File: src/rtl/mips_cpu_muldiv_pkg.sv
// Shared types and constants for the iterative MIPS multiply/divide unit.
package mips_cpu_muldiv_pkg;

  typedef enum logic [2:0] {
    MD_MULT  = 3'd0,
    MD_MULTU = 3'd1,
    MD_DIV   = 3'd2,
    MD_DIVU  = 3'd3,
    MD_MTHI  = 3'd4,
    MD_MTLO  = 3'd5
  } md_op_t;

  typedef enum logic [2:0] {
    ST_IDLE = 3'd0,
    ST_MUL  = 3'd1,
    ST_DIV  = 3'd2,
    ST_FIX  = 3'd3,
    ST_DONE = 3'd4
  } md_state_t;

  localparam int          MD_ITER    = 32;
  localparam logic [31:0] MD_DIV0_LO = 32'hFFFFFFFF;

endpackage

File: src/rtl/mips_cpu_muldiv_absneg.sv
// Conditional two's-complement negate; used for operand magnitudes and the sign fix.
module mips_cpu_muldiv_absneg #(
  parameter int WIDTH = 64
) (
  input  logic [WIDTH-1:0] din,
  input  logic             neg,
  output logic [WIDTH-1:0] dout
);

  assign dout = neg ? (~din + WIDTH'(1)) : din;

endmodule

File: src/rtl/mips_cpu_muldiv.sv
// Iterative MULT/MULTU/DIV/DIVU plus MTHI/MTLO; sole writer of the HI/LO block.
module mips_cpu_muldiv
  import mips_cpu_muldiv_pkg::*;
#(
  parameter int WIDTH = 32
) (
  input  logic             clk,
  input  logic             reset,
  input  logic             start,
  input  md_op_t           op,
  input  logic [WIDTH-1:0] op_a,
  input  logic [WIDTH-1:0] op_b,
  input  logic [WIDTH-1:0] hi_in,
  input  logic [WIDTH-1:0] lo_in,
  output logic             busy,
  output logic             write_enable,
  output logic [WIDTH-1:0] write_data_hi,
  output logic [WIDTH-1:0] write_data_lo
);

  md_state_t          state;
  logic [5:0]         cnt;
  logic               is_div_q;
  logic               neg_q;
  logic               sa_q;
  logic               div0_q;
  logic [WIDTH-1:0]   a_raw_q;
  logic [WIDTH-1:0]   mag_q;
  logic [2*WIDTH-1:0] acc_q;

  logic               op_signed;
  logic [WIDTH-1:0]   abs_a_in, abs_b_in, abs_a_out, abs_b_out;
  logic               abs_a_neg, abs_b_neg;
  logic [2*WIDTH-1:0] fix_out;
  logic [WIDTH:0]     mul_sum;
  logic [2*WIDTH-1:0] mul_next;
  logic [WIDTH:0]     rem_sh, div_diff;
  logic [2*WIDTH-1:0] div_next;

  assign op_signed = (op == MD_MULT) || (op == MD_DIV);

  // The two narrow negators take operand magnitudes at start and fix remainder/quotient signs in FIX.
  always_comb begin
    if (state == ST_FIX) begin
      abs_a_in  = acc_q[2*WIDTH-1:WIDTH];
      abs_a_neg = sa_q;
      abs_b_in  = acc_q[WIDTH-1:0];
      abs_b_neg = neg_q;
    end else begin
      abs_a_in  = op_a;
      abs_a_neg = op_signed & op_a[WIDTH-1];
      abs_b_in  = op_b;
      abs_b_neg = op_signed & op_b[WIDTH-1];
    end
  end

  mips_cpu_muldiv_absneg #(.WIDTH(WIDTH)) u_abs_a (
    .din (abs_a_in),
    .neg (abs_a_neg),
    .dout(abs_a_out)
  );

  mips_cpu_muldiv_absneg #(.WIDTH(WIDTH)) u_abs_b (
    .din (abs_b_in),
    .neg (abs_b_neg),
    .dout(abs_b_out)
  );

  mips_cpu_muldiv_absneg #(.WIDTH(2*WIDTH)) u_fix (
    .din (acc_q),
    .neg (neg_q),
    .dout(fix_out)
  );

  // Shift-add: upper half accumulates, lower half holds the shrinking multiplier.
  assign mul_sum  = {1'b0, acc_q[2*WIDTH-1:WIDTH]} + (acc_q[0] ? {1'b0, mag_q} : '0);
  assign mul_next = {mul_sum, acc_q[WIDTH-1:1]};

  // Restoring divide: upper half is the partial remainder, lower half shifts dividend out / quotient in.
  assign rem_sh   = {acc_q[2*WIDTH-1:WIDTH], acc_q[WIDTH-1]};
  assign div_diff = rem_sh - {1'b0, mag_q};
  assign div_next = div_diff[WIDTH] ? {rem_sh[WIDTH-1:0], acc_q[WIDTH-2:0], 1'b0}
                                    : {div_diff[WIDTH-1:0], acc_q[WIDTH-2:0], 1'b1};

  always_ff @(posedge clk or posedge reset) begin
    if (reset) begin
      state         <= ST_IDLE;
      busy          <= 1'b0;
      write_enable  <= 1'b0;
      write_data_hi <= '0;
      write_data_lo <= '0;
      cnt           <= '0;
      is_div_q      <= 1'b0;
      neg_q         <= 1'b0;
      sa_q          <= 1'b0;
      div0_q        <= 1'b0;
      a_raw_q       <= '0;
      mag_q         <= '0;
      acc_q         <= '0;
    end else begin
      case (state)
        ST_IDLE: begin
          if (start) begin
            is_div_q <= (op == MD_DIV) || (op == MD_DIVU);
            neg_q    <= op_signed & (op_a[WIDTH-1] ^ op_b[WIDTH-1]);
            sa_q     <= op_signed & op_a[WIDTH-1];
            div0_q   <= (op_b == '0);
            a_raw_q  <= op_a;
            cnt      <= '0;
            case (op)
              MD_MULT, MD_MULTU: begin
                state <= ST_MUL;
                busy  <= 1'b1;
                mag_q <= abs_a_out;
                acc_q <= {{WIDTH{1'b0}}, abs_b_out};
              end
              MD_DIV, MD_DIVU: begin
                state <= ST_DIV;
                busy  <= 1'b1;
                mag_q <= abs_b_out;
                acc_q <= {{WIDTH{1'b0}}, abs_a_out};
              end
              MD_MTHI: begin
                state         <= ST_DONE;
                busy          <= 1'b1;
                write_enable  <= 1'b1;
                write_data_hi <= op_a;
                write_data_lo <= lo_in;
              end
              MD_MTLO: begin
                state         <= ST_DONE;
                busy          <= 1'b1;
                write_enable  <= 1'b1;
                write_data_hi <= hi_in;
                write_data_lo <= op_a;
              end
              default: state <= ST_IDLE;
            endcase
          end
        end
        ST_MUL, ST_DIV: begin
          acc_q <= (state == ST_MUL) ? mul_next : div_next;
          if (cnt == 6'(MD_ITER - 1)) begin
            state <= ST_FIX;
            cnt   <= '0;
          end else begin
            cnt <= cnt + 6'd1;
          end
        end
        ST_FIX: begin
          state        <= ST_DONE;
          write_enable <= 1'b1;
          if (is_div_q && div0_q) begin
            write_data_hi <= a_raw_q;
            write_data_lo <= MD_DIV0_LO;
          end else if (is_div_q) begin
            write_data_hi <= abs_a_out;
            write_data_lo <= abs_b_out;
          end else begin
            write_data_hi <= fix_out[2*WIDTH-1:WIDTH];
            write_data_lo <= fix_out[WIDTH-1:0];
          end
        end
        ST_DONE: begin
          state        <= ST_IDLE;
          busy         <= 1'b0;
          write_enable <= 1'b0;
        end
        default: begin
          state        <= ST_IDLE;
          busy         <= 1'b0;
          write_enable <= 1'b0;
        end
      endcase
    end
  end

endmodule

File: config.mk
export PLATFORM = sky130hd
export DESIGN_NAME = mips_cpu_muldiv
export DESIGN_NICKNAME = d
export VERILOG_FILES = /design/src/rtl/mips_cpu_muldiv_pkg.sv /design/src/rtl/mips_cpu_muldiv_absneg.sv /design/src/rtl/mips_cpu_muldiv.sv
export SDC_FILE = /design/constraint.sdc
export NUM_CORES = 1
export LEC_CHECK = 0
export CORE_MARGIN = 3
export CORE_UTILIZATION = 40
export CTS_CLUSTER_SIZE = 30
export DETAILED_ROUTE_END_ITERATION = 12
export PLACE_DENSITY_LB_ADDON = 0.3
export SYNTH_ARGS = -nofsm -noshare
export SYNTH_HDL_FRONTEND = slang
export SYNTH_SLANG_ARGS = --single-unit
File: constraint.sdc
create_clock -name clk -period 7 [get_ports clk]
set_input_delay 0.7 -clock clk [delete_from_list [all_inputs] [get_ports clk]]
set_output_delay 0.7 -clock clk [all_outputs]
set_load 0.02 [all_outputs]
### Word-level counts from Yosys, hierarchy flattened

Index checks and enable logic that the tools add are counted.

* register bits: 207
* bits in latches: 0
* bits in writable memories: 0
* ROM bits: 0
* input port bits: 134
* output and inout port bits: 66
* word-level logic and storage cells: 103
* memories: 0

* add/sub/neg operators: 6
* multipliers: 0
* divide/modulo/power cells: 0
* magnitude comparators: 0
* equal/unequal tests: 15
* shifts and indexed selects: 0
* multiplexer cells: 37
* bitwise logic cells: 9
* reductions and logical operators: 23

Operators with widths (number)
* 2-to-1 mux 32 bit: 11
* case mux 32 bit (2 select lines): 5
* 2-to-1 mux 64 bit: 4
* case mux 64 bit (2 select lines): 2
* adder 32 x 1 -> 32 bit, second input constant: 2
* adder 64 x 1 -> 64 bit, second input constant: 1
* NOT 32 bit: 2
* NOT 64 bit: 1
* adder 32 x 32 -> 33 bit: 1
* subtractor 33 x 32 -> 33 bit: 1
* zero test 32 bit: 1
* case mux 3 bit (3 select lines): 2
* AND reduction 3 bit: 5
* == test 3 x 2 -> 1 bit, second input constant: 4
* 2-to-1 mux 6 bit: 2
* case mux 6 bit (2 select lines): 1
* inequality test 2 bit, second input constant: 4
* OR reduction 2 bit: 4
* adder 6 x 1 -> 6 bit, second input constant: 1
* == test 3 x 1 -> 1 bit, second input constant: 2
* == test 3 bit, second input constant: 2
* == test 6 x 5 -> 1 bit, second input constant: 1
* zero test 3 bit: 2
* 2-to-1 mux 1 bit: 6
* 13 further kinds: 23

### Logic depth before layout (Yosys ltp)

* depth after elaboration: 8
* gate-level depth with buffers: 18
* mapped depth without buffers: 13

### Hierarchy

Synthesis repeated with hierarchy kept, for this count alone.

* cells, all modules: 2529
* area total of the unflattened synthesis: 18690.4 um^2

Modules (own cells, without submodules)
* mips_cpu_muldiv: times used 1, cells each 2134, area an instance 15606.2 um^2, seq. area each 5180.0 um^2
* mips_cpu_muldiv_absneg (u_abs_a ...): times used 2, cells each 99, area an instance 777.0 um^2, seq. area each 0.0 um^2
* mips_cpu_muldiv_absneg (u_fix): times used 1, cells each 197, area an instance 1530.2 um^2, seq. area each 0.0 um^2

### Worst setup path after synthesis

Ideal clock, no wire load.

* path kind: reg2reg
* start point: reg state[1]
* end point: reg acc_q[26]
* setup time: 0.125 ns
* arrival: 3.617 ns
* data required time: 6.875 ns
* slack: 3.258 ns
* stages on the path, launching flop included: 19
* path buffers: 7
* clock period less this slack: 3.742 ns
* cells stage by stage: dfrtp_1 nand3b_1 buf_2 buf_2 buf_2 buf_2 buf_2 buf_2 nor2_1 a21oi_1 ha_1 and2_1 nor4bb_1 buf_2 a31oi_1 xnor2_1 a222oi_1 o21ai_1 mux2_2

* word-level cells in the longest chain between the ends: 8
* elaborated cells on any way between the ends: 23
* those cells by class: add/sub (2); eq/ne (5); mux (10); bitwise (2); reduce/logical (4)

RTL lines
* start: declaration: RTL line mips_cpu_muldiv.sv:21 `md_state_t state;`
* start signal: assignment: RTL line mips_cpu_muldiv.sv:87 `state <= ST_IDLE;`
* start signal: assignment: RTL line mips_cpu_muldiv.sv:112 `state <= ST_MUL;`
* start signal: assignment: RTL line mips_cpu_muldiv.sv:118 `state <= ST_DIV;`
* == test 3 x 2 -> 1 bit: RTL line mips_cpu_muldiv.sv:44 `if (state == ST_FIX) begin`
* 2-to-1 mux 32 bit: RTL line mips_cpu_muldiv.sv:44
* NOT 32 bit: RTL line mips_cpu_muldiv_absneg.sv:10 `assign dout = neg ? (~din + WIDTH'(1)) : din;`
* adder 32 x 1 -> 32 bit: RTL line mips_cpu_muldiv_absneg.sv:10
* 2-to-1 mux 32 bit: RTL line mips_cpu_muldiv_absneg.sv:10
* case mux 64 bit (2 select lines): RTL line mips_cpu_muldiv.sv:110 `case (op)`
* 2-to-1 mux 64 bit: RTL line mips_cpu_muldiv.sv:103 `if (start) begin`
* case mux 64 bit (2 select lines): RTL line mips_cpu_muldiv.sv:101 `case (state)`
* end signal: assignment: RTL line mips_cpu_muldiv.sv:115 `acc_q <= {{WIDTH{1'b0}}, abs_b_out};`
* end signal: assignment: RTL line mips_cpu_muldiv.sv:121 `acc_q <= {{WIDTH{1'b0}}, abs_a_out};`
* end signal: assignment: RTL line mips_cpu_muldiv.sv:142 `acc_q <= (state == ST_MUL) ? mul_next : div_next;`
* end: declaration: RTL line mips_cpu_muldiv.sv:29 `logic [2*WIDTH-1:0] acc_q;`

Parallel ways exist; a longest one is shown, timed or not. The select of a mux whose other input is x is not followed.
A chain may end at the register's enable or synchronous reset.

### Worst setup path in the final report

* start point: reg state[2]
* end point: reg write_data_lo[18]

* word-level cells in the longest chain between the ends: 8
* elaborated cells on any way between the ends: 14
* those cells by class: add/sub (1); eq/ne (3); mux (6); bitwise (1); reduce/logical (3)

RTL lines
* == test 3 x 2 -> 1 bit: RTL line mips_cpu_muldiv.sv:44, mips_cpu_muldiv.sv:101
* 2-to-1 mux 32 bit: RTL line mips_cpu_muldiv.sv:44
* NOT 32 bit: RTL line mips_cpu_muldiv_absneg.sv:10
* adder 32 x 1 -> 32 bit: RTL line mips_cpu_muldiv_absneg.sv:10
* 2-to-1 mux 32 bit: RTL line mips_cpu_muldiv_absneg.sv:10
* 2-to-1 mux 32 bit: RTL line mips_cpu_muldiv.sv:156 `end else if (is_div_q) begin`
* 2-to-1 mux 32 bit: RTL line mips_cpu_muldiv.sv:153 `if (is_div_q && div0_q) begin`
* case mux 32 bit (2 select lines): RTL line mips_cpu_muldiv.sv:101
* end signal: assignment: RTL line mips_cpu_muldiv.sv:128 `write_data_lo <= lo_in;`
* end signal: assignment: RTL line mips_cpu_muldiv.sv:158 `write_data_lo <= abs_b_out;`
* end signal: assignment: RTL line mips_cpu_muldiv.sv:161 `write_data_lo <= fix_out[WIDTH-1:0];`
* end: declaration: RTL line mips_cpu_muldiv.sv:18 `output logic [WIDTH-1:0] write_data_lo`

Parallel ways exist; a longest one is shown, timed or not.

==> impl_results.md <==
* Critical path cell sequence: nand3b_1 > buf_4 > nor2_1 > a21oi_1 > ha_1 > and2_1 > nor4bb_1 > buf_4 > a21oi_1 > xnor2_1 > o221ai_1 > o21ai_0
* Starting Density at 40.7%
* Cell with the most instances after synthesis: nand2_1
* Tot GR Track Use at 31.4%
* Post-synth top cells: nand2_1, a21oi_1, dfrtp_1
* Num CTS Buffers at 27
* Worst path slowest cell: buf_4
* Vias in the first global route at between 15k and 20k
* Post-Syn Area per Cell at roughly 7.5 sq um
* Hold Buf Count CTS at 0
* Worst stage delay on the critical path at 710 ps
* Final HPWL DP at 58.9 mm
* Max Freq at 225 MHz
* Drt initial violations at 2,624
* Worst Setup Slack, final at 2560 ps
* Worst slew margin at 24.8%
* Clock latency on the worst-skew pair at 570 ps
* Max-slew violations at 0
* Seq cells post-synth at 207
* Post-CTS Setup Inserts at 0
* WP data required at 7420 ps
* M1 GR Usage at 43.4%
* I/O Pins at 200
* Outcome: complete, no violations
* Mapped Cells at 2,463
* Max_cap viols at 0
* Die height at 221 um
* Pre-CTS worst setup slack at 2730 ps
* Crit path launch type: flip-flop
* Syn Nets at 2,667
* CP Capture Type: flip-flop
* Synthesis Warnings at 0
* Die area at 0.0490 sq mm
* Share of layout cells above drive strength 1 at under 10%
* Core box area at 0.0456 sq mm
* Busiest layer in global routing: met2
* Global route total overflow at 0
* Post-DRT Antenna Nets at 0
* Final setup viols at 0
* Cell Area, Synth at 0.0186 sq mm
* Cts repair resizes at 0
* Top delay family on crit path: simple AND/OR/NAND/NOR gates
* Met3 Track Usage GR at 7.83%
* Worst hold-check path type: flip-flop to flip-flop
* Fraction of registers with async set/reset at 100%
* Top post-synthesis cells by area: dfrtp_1, nand2_1, a21oi_1, o21ai_0, ha_1
* # DRC at 0
* Std-Cell Rows at 78
* Post-synth top area share at between 20 and 30%
* Final WL at 79.8 mm
* Max IR drop VDD at 0.000299 V
* Setup TNS at 0 ps
* Ys flop type: dfrtp_1
* Placer's final routability congestion estimate at 0.987
* Port Buffers at 199
* Clock Skews at between 15 and 20 ps
* Seq/Total Area, Yosys at 27.9%
* Layout area overhead at 17.4%
* Pwr Density at 560 mW/mm^2
* CTS Buffer Depth at 3
* Root Driver: clkbuf_16
* First-pass GRT wire length at between 100 and 150 mm
* Setup CP Type: flip-flop to flip-flop
* Layout Nets at 2,735
* Largest net degree at the start of global routing at about 110
* RSZ-0062 raised after global routing: false
* CP Max Fanout at 58
* Worst path bufs/invs at 2
* Ant. Diodes at 0
* Initial antenna violation count at 2
* Synth cell types at about 90
* Clock sinks at 207
* Tmin final at 4440 ps
* P_leak at approximately 9.2 nW
* Via count at 20.2k
* CTS tree: yes
* Vias per cell at ~6.4
* CTS clk-pin slew, worst paths at 60 ps
* H-tree levels at 1
* Final Cycle Share at 63.5%
* Worst-Margin Slew at 1120 ps
* Cell accounting for the most synthesized area: dfrtp_1
* DIE WIDTH at 221 um
* Pre-antenna DRT Iters at 7
* Post-synth EDFFs at 0
* Crit path arrival time at 4860 ps
* M2 GR Usage at 47.8%
* WL/cell at about 25 um
* Final Hold Fails at 0
-- logic make-up (layout without fill, tap and decap cells) --
group | after synthesis | in the layout | synth area share (%)
AND/OR/NAND/NOR | 838 | 838 | 20.4
AO/OA/AOI/OAI | 833 | 833 | 28.6
buffers and inverters | 256 | 345 | 5.40
flip-flops | 207 | 207 | 27.9
XOR/XNOR | 170 | 170 | 8.02
multiplexers | 89 | 89 | 4.85
adder cells (fa/ha/maj) | 70 | 70 | 4.80
-- flip-flops by register name, summed over array words and instances (netlist names) --
signal / count
sa_q: 1
cnt: 6
is_div_q: 1
state: 3
write_data_hi: 32
a_raw_q: 32
acc_q: 64
busy: 1
write_data_lo: 32
neg_q: 1
mag_q: 32
div0_q: 1
write_enable: 1
-- layout make-up --
| class | instances | area (sq um) |
|---|---|---|
| clock inverters | 17 | 200 |
| inverters | 53 | 206 |
| clock buffers | 33 | 718 |
| fillers | 4476 | 23800 |
| flip-flops and latches | 207 | 5180 |
| multi-input cells | 2000 | 12400 |
| well taps | 600 | 751 |
| repair buffers | 242 | 2310 |
-- through the flow --
step                instance area [sq um]  util, %  hold slack, ps  power (mW)  instances
detailed placement                  20900     45.8             454        10.5       3102
finish                              21800     47.8             467        12.2       3152
CTS                                 21800     47.8             468        12.0       3152
global placement                    20900     45.8             453        10.3       3102
global route                        21800     47.8             500        13.0       3152
floorplan                           18600        -             437        7.89       2463
-- worst reg2reg max path, cell delays in order, from the launching register on --
cell	delay (ps)
dfrtp_1	600
nand3b_1	380
buf_4	710
nor2_1	150
a21oi_1	300
ha_1	300
and2_1	290
nor4bb_1	300
buf_4	240
a21oi_1	100
xnor2_1	260
o221ai_1	510
o21ai_0	170
-- report_power, final --
part | switching (mW) | internal (mW)
logic | 4.98 | 3.07
clock network | 0.607 | 0.879
registers | 0.865 | 1.80
-- worst paths after layout --
path	start	endpoint	slack, ps	cells after the start
max	state[2]	write_data_lo[18]	2560	12
max reg2reg	state[2]	write_data_lo[18]	2560	12
min reg2reg	cnt[5]	cnt[5]	470	1
min in group asynchronous	reset	write_data_hi[8]	680	2
max in group asynchronous	reset	acc_q[8]	4930	3
min	cnt[5]	cnt[5]	470	1
-- layout by cell type, fill, tap and decap left out, drive strengths merged, types with 13 or more instances in the layout --
cell / synthesis / final
nor3: 64 / 64
nand2: 390 / 390
xnor2: 95 / 95
xor2: 75 / 75
or3: 14 / 14
nor2: 202 / 202
clkdlybuf4s50: 0 / 198
inv: 52 / 54
a21oi: 248 / 248
mux2i: 82 / 82
o221ai: 32 / 32
nor4: 13 / 13
clkbuf: 167 / 33
ha: 68 / 68
o21a: 14 / 14
dfrtp: 207 / 207
a21o: 36 / 36
o22ai: 13 / 13
a211oi: 36 / 36
a221o: 15 / 15
a22oi: 22 / 22
o21ai: 201 / 201
nand2b: 20 / 20
nand3: 44 / 44
buf: 36 / 44
a31oi: 44 / 44
o211ai: 40 / 40
o31ai: 31 / 31
-- routing by layer --
layer / up-vias / wire (um)
met4: 4 / 3240
met1: 9697 / 33300
met5: - / 20
met2: 1190 / 34500
met3: 193 / 8700
li1: 9069 / -
(Power assumes the default switching activity.)
